`src/rtl/mac_sequencer_pkg.sv`:
```
// Shared fixed-point constants and sequencer state encodings.
package mac_sequencer_pkg;

   localparam int F     = 10;
   localparam int P     = 5;
   localparam int WIDTH = F + P + 1;

   localparam logic [WIDTH-1:0] SAT_MAX = {1'b0, {(WIDTH-1){1'b1}}};
   localparam logic [WIDTH-1:0] SAT_MIN = {1'b1, {(WIDTH-1){1'b0}}};

   localparam logic [1:0] ST_IDLE  = 2'd0;
   localparam logic [1:0] ST_RUN   = 2'd1;
   localparam logic [1:0] ST_DRAIN = 2'd2;
   localparam logic [1:0] ST_DONE  = 2'd3;

endpackage

```
`src/rtl/mult.sv`:
```
// Combinational Q(P).(F) signed saturating multiplier, truncating the fraction.
module mult #(
   parameter int F = 10,
   parameter int P = 5
) (
   input  logic [F+P:0] a,
   input  logic [F+P:0] b,
   output logic [F+P:0] p
);

   localparam int WIDTH = F + P + 1;
   localparam logic [WIDTH-1:0] MaxVal = {1'b0, {(WIDTH-1){1'b1}}};
   localparam logic [WIDTH-1:0] MinVal = {1'b1, {(WIDTH-1){1'b0}}};

   logic signed [2*WIDTH-1:0] full;
   logic signed [2*WIDTH-1:0] shifted;
   logic        [WIDTH:0]     hi;

   // Product fits only if all bits above the result's sign bit match it.
   always_comb begin
      full    = $signed(a) * $signed(b);
      shifted = full >>> F;
      hi      = shifted[2*WIDTH-1:WIDTH-1];
      if ((&hi) || !(|hi)) begin
         p = shifted[WIDTH-1:0];
      end else begin
         p = shifted[2*WIDTH-1] ? MinVal : MaxVal;
      end
   end

endmodule

```
`src/rtl/sat_add.sv`:
```
// Combinational WIDTH-bit signed saturating adder with overflow flag.
module sat_add #(
   parameter int WIDTH = 16
) (
   input  logic [WIDTH-1:0] a,
   input  logic [WIDTH-1:0] b,
   output logic [WIDTH-1:0] sum,
   output logic             ovf
);

   localparam logic [WIDTH-1:0] MaxVal = {1'b0, {(WIDTH-1){1'b1}}};
   localparam logic [WIDTH-1:0] MinVal = {1'b1, {(WIDTH-1){1'b0}}};

   logic [WIDTH:0] s;

   // One extra sign bit exposes overflow; clamp toward the sign of the true sum.
   always_comb begin
      s   = {a[WIDTH-1], a} + {b[WIDTH-1], b};
      ovf = s[WIDTH] ^ s[WIDTH-1];
      if (ovf) begin
         sum = s[WIDTH] ? MinVal : MaxVal;
      end else begin
         sum = s[WIDTH-1:0];
      end
   end

endmodule

```
`src/rtl/mac_sequencer.sv`:
```
// Time-multiplexed dot-product engine: reads len operand pairs from external
// synchronous memories and accumulates their products with saturation.
module mac_sequencer #(
   parameter int F      = mac_sequencer_pkg::F,
   parameter int P      = mac_sequencer_pkg::P,
   parameter int WIDTH  = F + P + 1,
   parameter int N_TAPS = 8,
   parameter int AW     = 3
) (
   input  logic             clk,
   input  logic             rst_n,
   input  logic             start,
   input  logic [AW:0]      n_taps,
   output logic             rd_en,
   output logic [AW-1:0]    rd_addr,
   input  logic [WIDTH-1:0] coef_in,
   input  logic [WIDTH-1:0] samp_in,
   output logic             busy,
   output logic             done,
   output logic [WIDTH-1:0] result,
   output logic             sat
);

   import mac_sequencer_pkg::*;

   logic [1:0]       state_q, state_d;
   logic [AW-1:0]    idx_q, idx_d;
   logic [AW:0]      len_q, len_d;
   logic [AW:0]      len_clamp;
   logic [WIDTH-1:0] acc_q, acc_d;
   logic [WIDTH-1:0] result_q, result_d;
   logic             sat_q, sat_d;
   logic             vld_q;
   logic [WIDTH-1:0] mult_a, mult_b, prod, acc_sum;
   logic             acc_ovf;

   // Multiplier sees zeros unless memory data is valid this cycle.
   always_comb begin
      mult_a = vld_q ? coef_in : '0;
      mult_b = vld_q ? samp_in : '0;
   end

   mult #(
      .F (F),
      .P (P)
   ) u_mult (
      .a (mult_a),
      .b (mult_b),
      .p (prod)
   );

   sat_add #(
      .WIDTH (WIDTH)
   ) u_sat_add (
      .a   (acc_q),
      .b   (prod),
      .sum (acc_sum),
      .ovf (acc_ovf)
   );

   // Next-state logic for FSM, tap index, accumulator, result and sticky flag.
   always_comb begin
      state_d   = state_q;
      idx_d     = idx_q;
      len_d     = len_q;
      acc_d     = acc_q;
      sat_d     = sat_q;
      result_d  = result_q;
      len_clamp = (n_taps > (AW+1)'(N_TAPS)) ? (AW+1)'(N_TAPS) : n_taps;

      if (vld_q) begin
         acc_d = acc_sum;
         if (acc_ovf) sat_d = 1'b1;
      end

      case (state_q)
         ST_IDLE: begin
            if (start) begin
               len_d = len_clamp;
               acc_d = '0;
               sat_d = 1'b0;
               idx_d = '0;
               if (len_clamp == '0) begin
                  result_d = '0;
                  state_d  = ST_DONE;
               end else begin
                  state_d = ST_RUN;
               end
            end
         end
         ST_RUN: begin
            if ({1'b0, idx_q} == len_q - (AW+1)'(1)) begin
               idx_d   = '0;
               state_d = ST_DRAIN;
            end else begin
               idx_d = idx_q + AW'(1);
            end
         end
         ST_DRAIN: begin
            // Final product lands on this edge; capture it so result is valid with done.
            result_d = acc_sum;
            state_d  = ST_DONE;
         end
         default: begin
            state_d = ST_IDLE;
         end
      endcase
   end

   // State registers with synchronous active-low reset.
   always_ff @(posedge clk) begin
      if (!rst_n) begin
         state_q  <= ST_IDLE;
         idx_q    <= '0;
         len_q    <= '0;
         acc_q    <= '0;
         result_q <= '0;
         sat_q    <= 1'b0;
         vld_q    <= 1'b0;
      end else begin
         state_q  <= state_d;
         idx_q    <= idx_d;
         len_q    <= len_d;
         acc_q    <= acc_d;
         result_q <= result_d;
         sat_q    <= sat_d;
         vld_q    <= rd_en;
      end
   end

   // Outputs decoded from state and registers.
   always_comb begin
      rd_en   = (state_q == ST_RUN);
      rd_addr = idx_q;
      busy    = (state_q == ST_RUN) || (state_q == ST_DRAIN);
      done    = (state_q == ST_DONE);
      result  = result_q;
      sat     = sat_q;
   end

endmodule

```
`config.mk`:
```
export PLATFORM = sky130hd
export DESIGN_NAME = mac_sequencer
export DESIGN_NICKNAME = d
export VERILOG_FILES = /design/src/rtl/mac_sequencer_pkg.sv /design/src/rtl/mult.sv /design/src/rtl/sat_add.sv /design/src/rtl/mac_sequencer.sv
export SDC_FILE = /design/constraint.sdc
export NUM_CORES = 1
export LEC_CHECK = 0
export ABC_AREA = 1
export BUFFER_PORTS_ARGS = -buffer_cell sky130_fd_sc_hd__buf_2
export CORE_MARGIN = 2
export CORE_UTILIZATION = 44
export CTS_CLUSTER_DIAMETER = 40
export DETAILED_ROUTE_END_ITERATION = 6
export SKIP_CTS_REPAIR_TIMING = 1
export SLEW_MARGIN = 20
export SYNTH_ARGS = -nofsm -noshare
export SYNTH_HDL_FRONTEND = slang
export SYNTH_HIERARCHICAL = 1
export SYNTH_SLANG_ARGS = --single-unit
```
`constraint.sdc`:
```
create_clock -name clk -period 17.7 [get_ports clk]
set_clock_uncertainty 0.2 [all_clocks]
set_input_delay 3.54 -clock clk [delete_from_list [all_inputs] [get_ports clk]]
set_output_delay 3.54 -clock clk [all_outputs]
set_load 0.02 [all_outputs]
```
After elaboration in Yosys (flattened, before gate mapping)
Index checks and enable logic that the tools add are counted.
{"block": "totals", "ff_bits": 43, "in_bits": 39, "out_inout_bits": 23, "elab_cells": 57}
{"block": "classes", "add_sub_neg": 3, "n_mul": 1, "magnitude_cmp": 1, "n_eq_ne": 7, "muxes": 24, "bitwise_logic": 1, "reduce_logical": 13}
{"operator": "two-way mux 16 bit", "count": 11}
{"operator": "multiplier 16 x 16 -> 32 bit", "count": 1}
{"operator": "one-hot mux 16 bit (2 select lines)", "count": 1}
{"operator": "adder 16 x 16 -> 17 bit", "count": 1}
{"operator": "AND reduction 7 bit", "count": 1}
{"operator": "OR reduction 7 bit", "count": 1}
{"operator": "two-way mux 2 bit", "count": 3}
{"operator": "two-way mux 3 bit", "count": 2}
{"operator": "one-hot mux 2 bit (3 select lines)", "count": 1}
{"operator": "one-hot mux 3 bit (2 select lines)", "count": 1}
{"operator": "AND reduction 2 bit", "count": 3}
{"operator": "equality test 2 bit, second input constant", "count": 2}
{"operator": "equality test 3 x 4 -> 1 bit", "count": 1}
{"operator": "> comparator 4 bit, second input constant", "count": 1}
{"operator": "zero test 4 bit", "count": 1}
{"operator": "two-way mux 1 bit", "count": 4}
{"operator": "two-way mux 4 bit", "count": 1}
{"operator": "!= test 2 bit, second input constant", "count": 2}
{"operator": "nonzero test 2 bit", "count": 2}
{"operator": "subtractor 4 x 1 -> 4 bit, second input constant", "count": 1}
{"operator": "adder 3 x 1 -> 3 bit, second input constant", "count": 1}
{"operator": "AND reduction 3 bit", "count": 1}
{"operator": "equality test 2 x 1 -> 1 bit, second input constant", "count": 1}
{"operator": "zero test 2 bit", "count": 1}
{"operator": "4 further kinds", "count": 5}

Longest topological paths before layout
{"block": "depth", "depth_word": 12, "mapped_depth": 53, "depth_no_buf": 47}

Cells and area by module
The synthesis kept the hierarchy.
{"mod": "mult", "n_inst": 1, "cells_per_inst": 1487, "area_per_inst_um2": 11014.3, "seq_area_each_um2": 0.0}
{"mod": "mac_sequencer", "n_inst": 1, "cells_per_inst": 300, "area_per_inst_um2": 2105.8, "seq_area_each_um2": 860.8}
{"mod": "sat_add", "n_inst": 1, "cells_per_inst": 188, "area_per_inst_um2": 1042.2, "seq_area_each_um2": 0.0}

Worst setup path before layout
Ideal clock, no wire load.
{"block": "synth_timing", "path_type": "input to register", "start": "in samp_in[7]", "end": "reg result_q[12] (netlist: result[12])", "setup_ns": 0.117, "arrival_time_ns": 10.654, "required_ns": 17.383, "setup_slack_ns": 6.729, "cell_stages": 45, "n_path_buf": 3, "cell_sequence": "nand2_1 > inv_1 > clkbuf_1 > clkbuf_1 > nand2_1 > fa_1 > inv_1 > fa_1 > inv_1 > fa_1 > inv_1 > fa_1 > inv_1 > fa_1 > inv_1 > fa_1 > ha_1 > nand2_1 > (+9 left out) > nand2_4 > nand2_1 > nand2_1 > ha_1 > fa_1 > nand2_1 > nand2_1 > nand3_1 > nand2_2 > nand2_2 > nand3_2 > nand2_4 > nand2_4 > buf_6 > nand2_1 > nand2_1 > a21oi_1 > nor2_1"}
{"block": "synth_via", "elab_chain_cells": 10, "word_cells_on_any_way": 13, "classes_between": "1 x add/sub; 1 x mul; 6 x mux; 1 x bitwise; 4 x reduce/logical"}
{"item": "start, declared", "line_no": "mac_sequencer.sv:17", "rtl": "input logic [WIDTH-1:0] samp_in,"}
{"item": "two-way mux 16 bit *", "line_no": "mac_sequencer.sv:40", "rtl": "mult_b = vld_q ? samp_in : '0;"}
{"item": "via mult_b[7]", "line_no": "mac_sequencer.sv:34", "rtl": "logic [WIDTH-1:0] mult_a, mult_b, prod, acc_sum;"}
{"item": "multiplier 16 x 16 -> 32 bit *", "line_no": "mult.sv:21", "rtl": "full = $signed(a) * $signed(b);"}
{"item": "OR reduction 7 bit", "line_no": "mult.sv:24", "rtl": "if ((&hi) || !(|hi)) begin"}
{"item": "zero test 1 bit", "line_no": "mult.sv:24"}
{"item": "logical OR 1 bit", "line_no": "mult.sv:24"}
{"item": "two-way mux 16 bit *", "line_no": "mult.sv:24"}
{"item": "via prod[0]", "line_no": "mac_sequencer.sv:34"}
{"item": "adder 16 x 16 -> 17 bit *", "line_no": "sat_add.sv:18", "rtl": "s = {a[WIDTH-1], a} + {b[WIDTH-1], b};"}
{"item": "two-way mux 16 bit or XOR 1 bit (tied branches)", "line_no": "sat_add.sv:21, sat_add.sv:19"}
{"item": "two-way mux 16 bit *", "line_no": "sat_add.sv:20", "rtl": "if (ovf) begin"}
{"item": "via acc_sum[12]", "line_no": "mac_sequencer.sv:34"}
{"item": "one-hot mux 16 bit (2 select lines) *", "line_no": "mac_sequencer.sv:76", "rtl": "case (state_q)"}
{"item": "end signal, assigned", "line_no": "mac_sequencer.sv:125", "rtl": "result_q <= result_d;"}
{"item": "end, declared", "line_no": "mac_sequencer.sv:31", "rtl": "logic [WIDTH-1:0] result_q, result_d;"}
The timed path passes the listed nets; every way through them passes the cells marked *.
A chain may end at the register's enable or synchronous reset.

Final worst setup path
{"block": "layout_timing", "start": "in samp_in[1]", "end": "reg acc_q[2]"}
{"block": "layout_via", "elab_chain_cells": 12, "word_cells_on_any_way": 15, "classes_between": "1 x add/sub; 1 x mul; 8 x mux; 1 x bitwise; 4 x reduce/logical"}
{"item": "two-way mux 16 bit *", "line_no": "mac_sequencer.sv:40"}
{"item": "via mult_b[1]", "line_no": "mac_sequencer.sv:34"}
{"item": "multiplier 16 x 16 -> 32 bit *", "line_no": "mult.sv:21"}
{"item": "OR reduction 7 bit", "line_no": "mult.sv:24"}
{"item": "zero test 1 bit", "line_no": "mult.sv:24"}
{"item": "logical OR 1 bit", "line_no": "mult.sv:24"}
{"item": "two-way mux 16 bit *", "line_no": "mult.sv:24"}
{"item": "via prod[0]", "line_no": "mac_sequencer.sv:34"}
{"item": "adder 16 x 16 -> 17 bit *", "line_no": "sat_add.sv:18"}
{"item": "two-way mux 16 bit or XOR 1 bit (tied branches)", "line_no": "sat_add.sv:21, sat_add.sv:19"}
{"item": "two-way mux 16 bit *", "line_no": "sat_add.sv:20"}
{"item": "via acc_sum[2]", "line_no": "mac_sequencer.sv:34"}
{"item": "two-way mux 16 bit *", "line_no": "mac_sequencer.sv:71", "rtl": "if (vld_q) begin"}
{"item": "two-way mux 16 bit", "line_no": "mac_sequencer.sv:78", "rtl": "if (start) begin"}
{"item": "two-way mux 16 bit *", "line_no": "mac_sequencer.sv:76"}
{"item": "end signal, assigned", "line_no": "mac_sequencer.sv:116", "rtl": "acc_q <= '0;"}
{"item": "end signal, assigned", "line_no": "mac_sequencer.sv:124", "rtl": "acc_q <= acc_d;"}
{"item": "end, declared", "line_no": "mac_sequencer.sv:30", "rtl": "logic [WIDTH-1:0] acc_q, acc_d;"}
Marks and branches as above.

==> impl_results.md <==
* Status: completed
* RSZ-0062 raised after global routing: false
* Initial antenna violation count at 0
* Hold Crit Class: reg -> reg
* Remaining global-route overflow at 0
* Std-Cell Rows at 65
* Via density at between 4 and 5
* CTS sink count at 43
* Core footprint at about 32,000 sq um
* Fin Setup TNS at 0 ps
* Mapped Cells at 1,975
* Post-synth top cells: nand2_1 (583), inv_1 (533), fa_1 (262)
* Dpl ws at ~5600 ps
* Pins Over Slew Limit at 0
* Worst-Margin Slew at 969.4 ps
* Critical-path top delay cell: fa_1
* Pwr dens at between 70 and 80 nW/um^2
* Mapped Nets at approximately 2,400
* Primary FF master, synth: dfxtp_1
* 1st-iter DRT viols at around 700
* Yosys reg bits at 43
* Area growth, synth to finish at 4.479%
* ANT nets after route at 0
* H-tree depth at 2
* Largest area contributor in the netlist: fa_1
* Crit-path max FO at 16
* CTS tree: done
* Die H at approximately 180 microns
* Clock buffer depth at 2
* Die area at 33,640 sq um
* Overall Power at between 1 and 1.5 mW
* Count of input and output buffers at a little over 60
* Post-synth EDFFs at 0
* Syn. warnings at 6
* CP arrival at about 12,000 ps
* GR Util met2 at between 30 and 40%
* Number of max-cap violations at 0
* Sequential element share of the synthesized area at 6.078%
* Initial core utilization at 44.77%
* FMAX at between 80 and 90 MHz
* R2R depth at 43
* Post-Syn Area at 14,160 sq um
* Largest net degree at the start of global routing at 51
* First-pass GRT wire length at 57,040 microns
* Share of layout cells above drive strength 1 at under 10%
* Worst Hold Launch: sat$_SDFF_PN0_
* Dpl hpwl at between 20,000 and 30,000 microns
* Final worst slack at 5779 ps
* Clock-pin slew on the worst setup and hold paths at 60 ps
* Drt pass-1 iters at 5
* FFs w/ async S/R, synth at 0%
* Root buffer cell: clkbuf_16
* Final setup fails at 0
* Yosys top cell area share at a little under two fifths
* CP most frequent cell: nand2_1
* # DRC at 0
* # IOs at between 60 and 70
* Clk_lat worst skew at between 200 and 300 ps
* CP Data Required Time at around 18,000 ps
* CP peak stage delay at about 760 ps
* CP Class: in -> reg
* Critical path launch point type: input port
* Synth unique cells at 41
* Busiest grt layer: met2
* Leak Pwr at 9.191 nW
* CP endpoint: acc_q[2]$_SDFF_PN0_
* Period utilisation layout at between 60% and 70%
* Slew margin rel. at approximately 35%
* Dpl cell area at 14,620 sq um
* Final net count at between 2,000 and 2,500
* Reg2Reg Launch Point: vld_q$_SDFF_PN0_
* RR Endpoint: acc_q[2]$_SDFF_PN0_
* Number of global-route vias before repair at approximately 12,000
* Tot GR Track Use at 20.76%
* Crit path from: samp_in[1]
* M1 GR Usage at between 20% and 30%
* Routability cong. at between 0.8 and 0.9
* Final Hold Viols at 0
* Post-route design area at 14,800 sq um
* Crit path capture type: register
* Diodes inserted at 0
* Worst vdd ir at between 0.05 and 0.06 mV
* Wire length per cell at around 14 microns
* FF-to-FF setup slack at 8360 ps
* Die Width at ~180 microns
* Synth area leaders: fa_1 (37%), nand2_1 (15%), inv_1 (14%), ha_1 (8.9%), dfxtp_1 (6.1%)
* Average cell area after synthesis at approximately 7.2 sq um
* Tmin final at ~12,000 ps
* Num CTS Buffers at 5
* Detailed Route WL at 32,590 microns
* Most common cell in the netlist: nand2_1
* Met3 GRT Util at under 10%
* Vias after detailed routing at 11,320
-- kinds of logic after synthesis --
family / Yosys count / share of synthesized area [%]
simple gates: 796 / 24.25
flops: 43 / 6.078
buf+inv: 617 / 16.93
xor+xnor: 31 / 1.917
fa+ha+maj: 363 / 45.96
compound gates: 125 / 4.868
-- flip-flops by register name, indices dropped and copies added, names as in the netlist --
register,cells
acc_q,16
len_q,4
rd_addr,3
result,16
sat,1
state_q,2
vld_q,1
-- through the flow --
step	utilization, %	std cells	hold slack, ps
after detailed placement	46.22	2364	271.1
after global routing	46.77	2372	300.5
final	46.77	2372	278.1
after CTS	46.77	2372	286.8
after floorplan	-	1975	244.4
after global placement	46.22	2364	261.6
-- area by class of cell --
| type | instances | area [sq um] |
|---|---|---|
| well taps | 402 | 503.0 |
| clock buffers | 6 | 138.9 |
| multi-input cells | 1315 | 10900 |
| inverters | 541 | 2033 |
| repair buffers | 63 | 320.3 |
| fillers | 3190 | 16840 |
| flip-flops and latches | 43 | 862.1 |
| clock inverters | 2 | 35.03 |
-- report_power, final --
group / switching [mW] / total (mW) / leakage (nW) / internal (mW)
sequential: 0.0142 / 0.133 / 0.350 / 0.119
combinational: 0.579 / 0.870 / 8.75 / 0.291
clock: 0.0392 / 0.109 / 0.0868 / 0.0702
total: 0.633 / 1.11 / 9.19 / 0.479
-- worst max-delay path: cells and delay by family --
kind	cells	cell delay, ps
adder cells (fa/ha/maj)	9	4320
AO/OA/AOI/OAI	3	480
buffers and inverters	7	950
AND/OR/NAND/NOR	24	2610
-- worst min path at each step --
stage                                      end  depth (start not counted)  slack (ps)
after floorplan           acc_q[14]$_SDFF_PN0_                          2         240
after global placement          sat$_SDFF_PN0_                          2         260
after detailed placement        sat$_SDFF_PN0_                          2         270
after CTS                  acc_q[3]$_SDFF_PN0_                          2         290
after global routing       acc_q[8]$_SDFF_PN0_                          2         300
final                           sat$_SDFF_PN0_                          2         280
-- metal layers --
metal	up-vias	part of all wire, %
met5	-	0
met2	209	49
met1	5448	46
li1	5619	-
met4	0	1.4
met3	40	3.3
-- cell usage in the layout, fill, tap and decap left out, drive strengths merged --
| cell type | instances |
|---|---|
| a211oi | 1 |
| a21oi | 82 |
| and2 | 1 |
| and3 | 1 |
| buf | 63 |
| bufinv | 1 |
| clkbuf | 6 |
| clkinv | 1 |
| dfxtp | 43 |
| fa | 262 |
| ha | 101 |
| inv | 541 |
| nand2 | 637 |
| nand3 | 40 |
| nand3b | 4 |
| nand4 | 6 |
| nor2 | 90 |
| nor3 | 6 |
| nor4 | 3 |
| o21ai | 34 |
| o21bai | 8 |
| or2 | 8 |
| xnor2 | 14 |
| xor2 | 17 |
No activity file was read; power rests on OpenSTA's default activity.
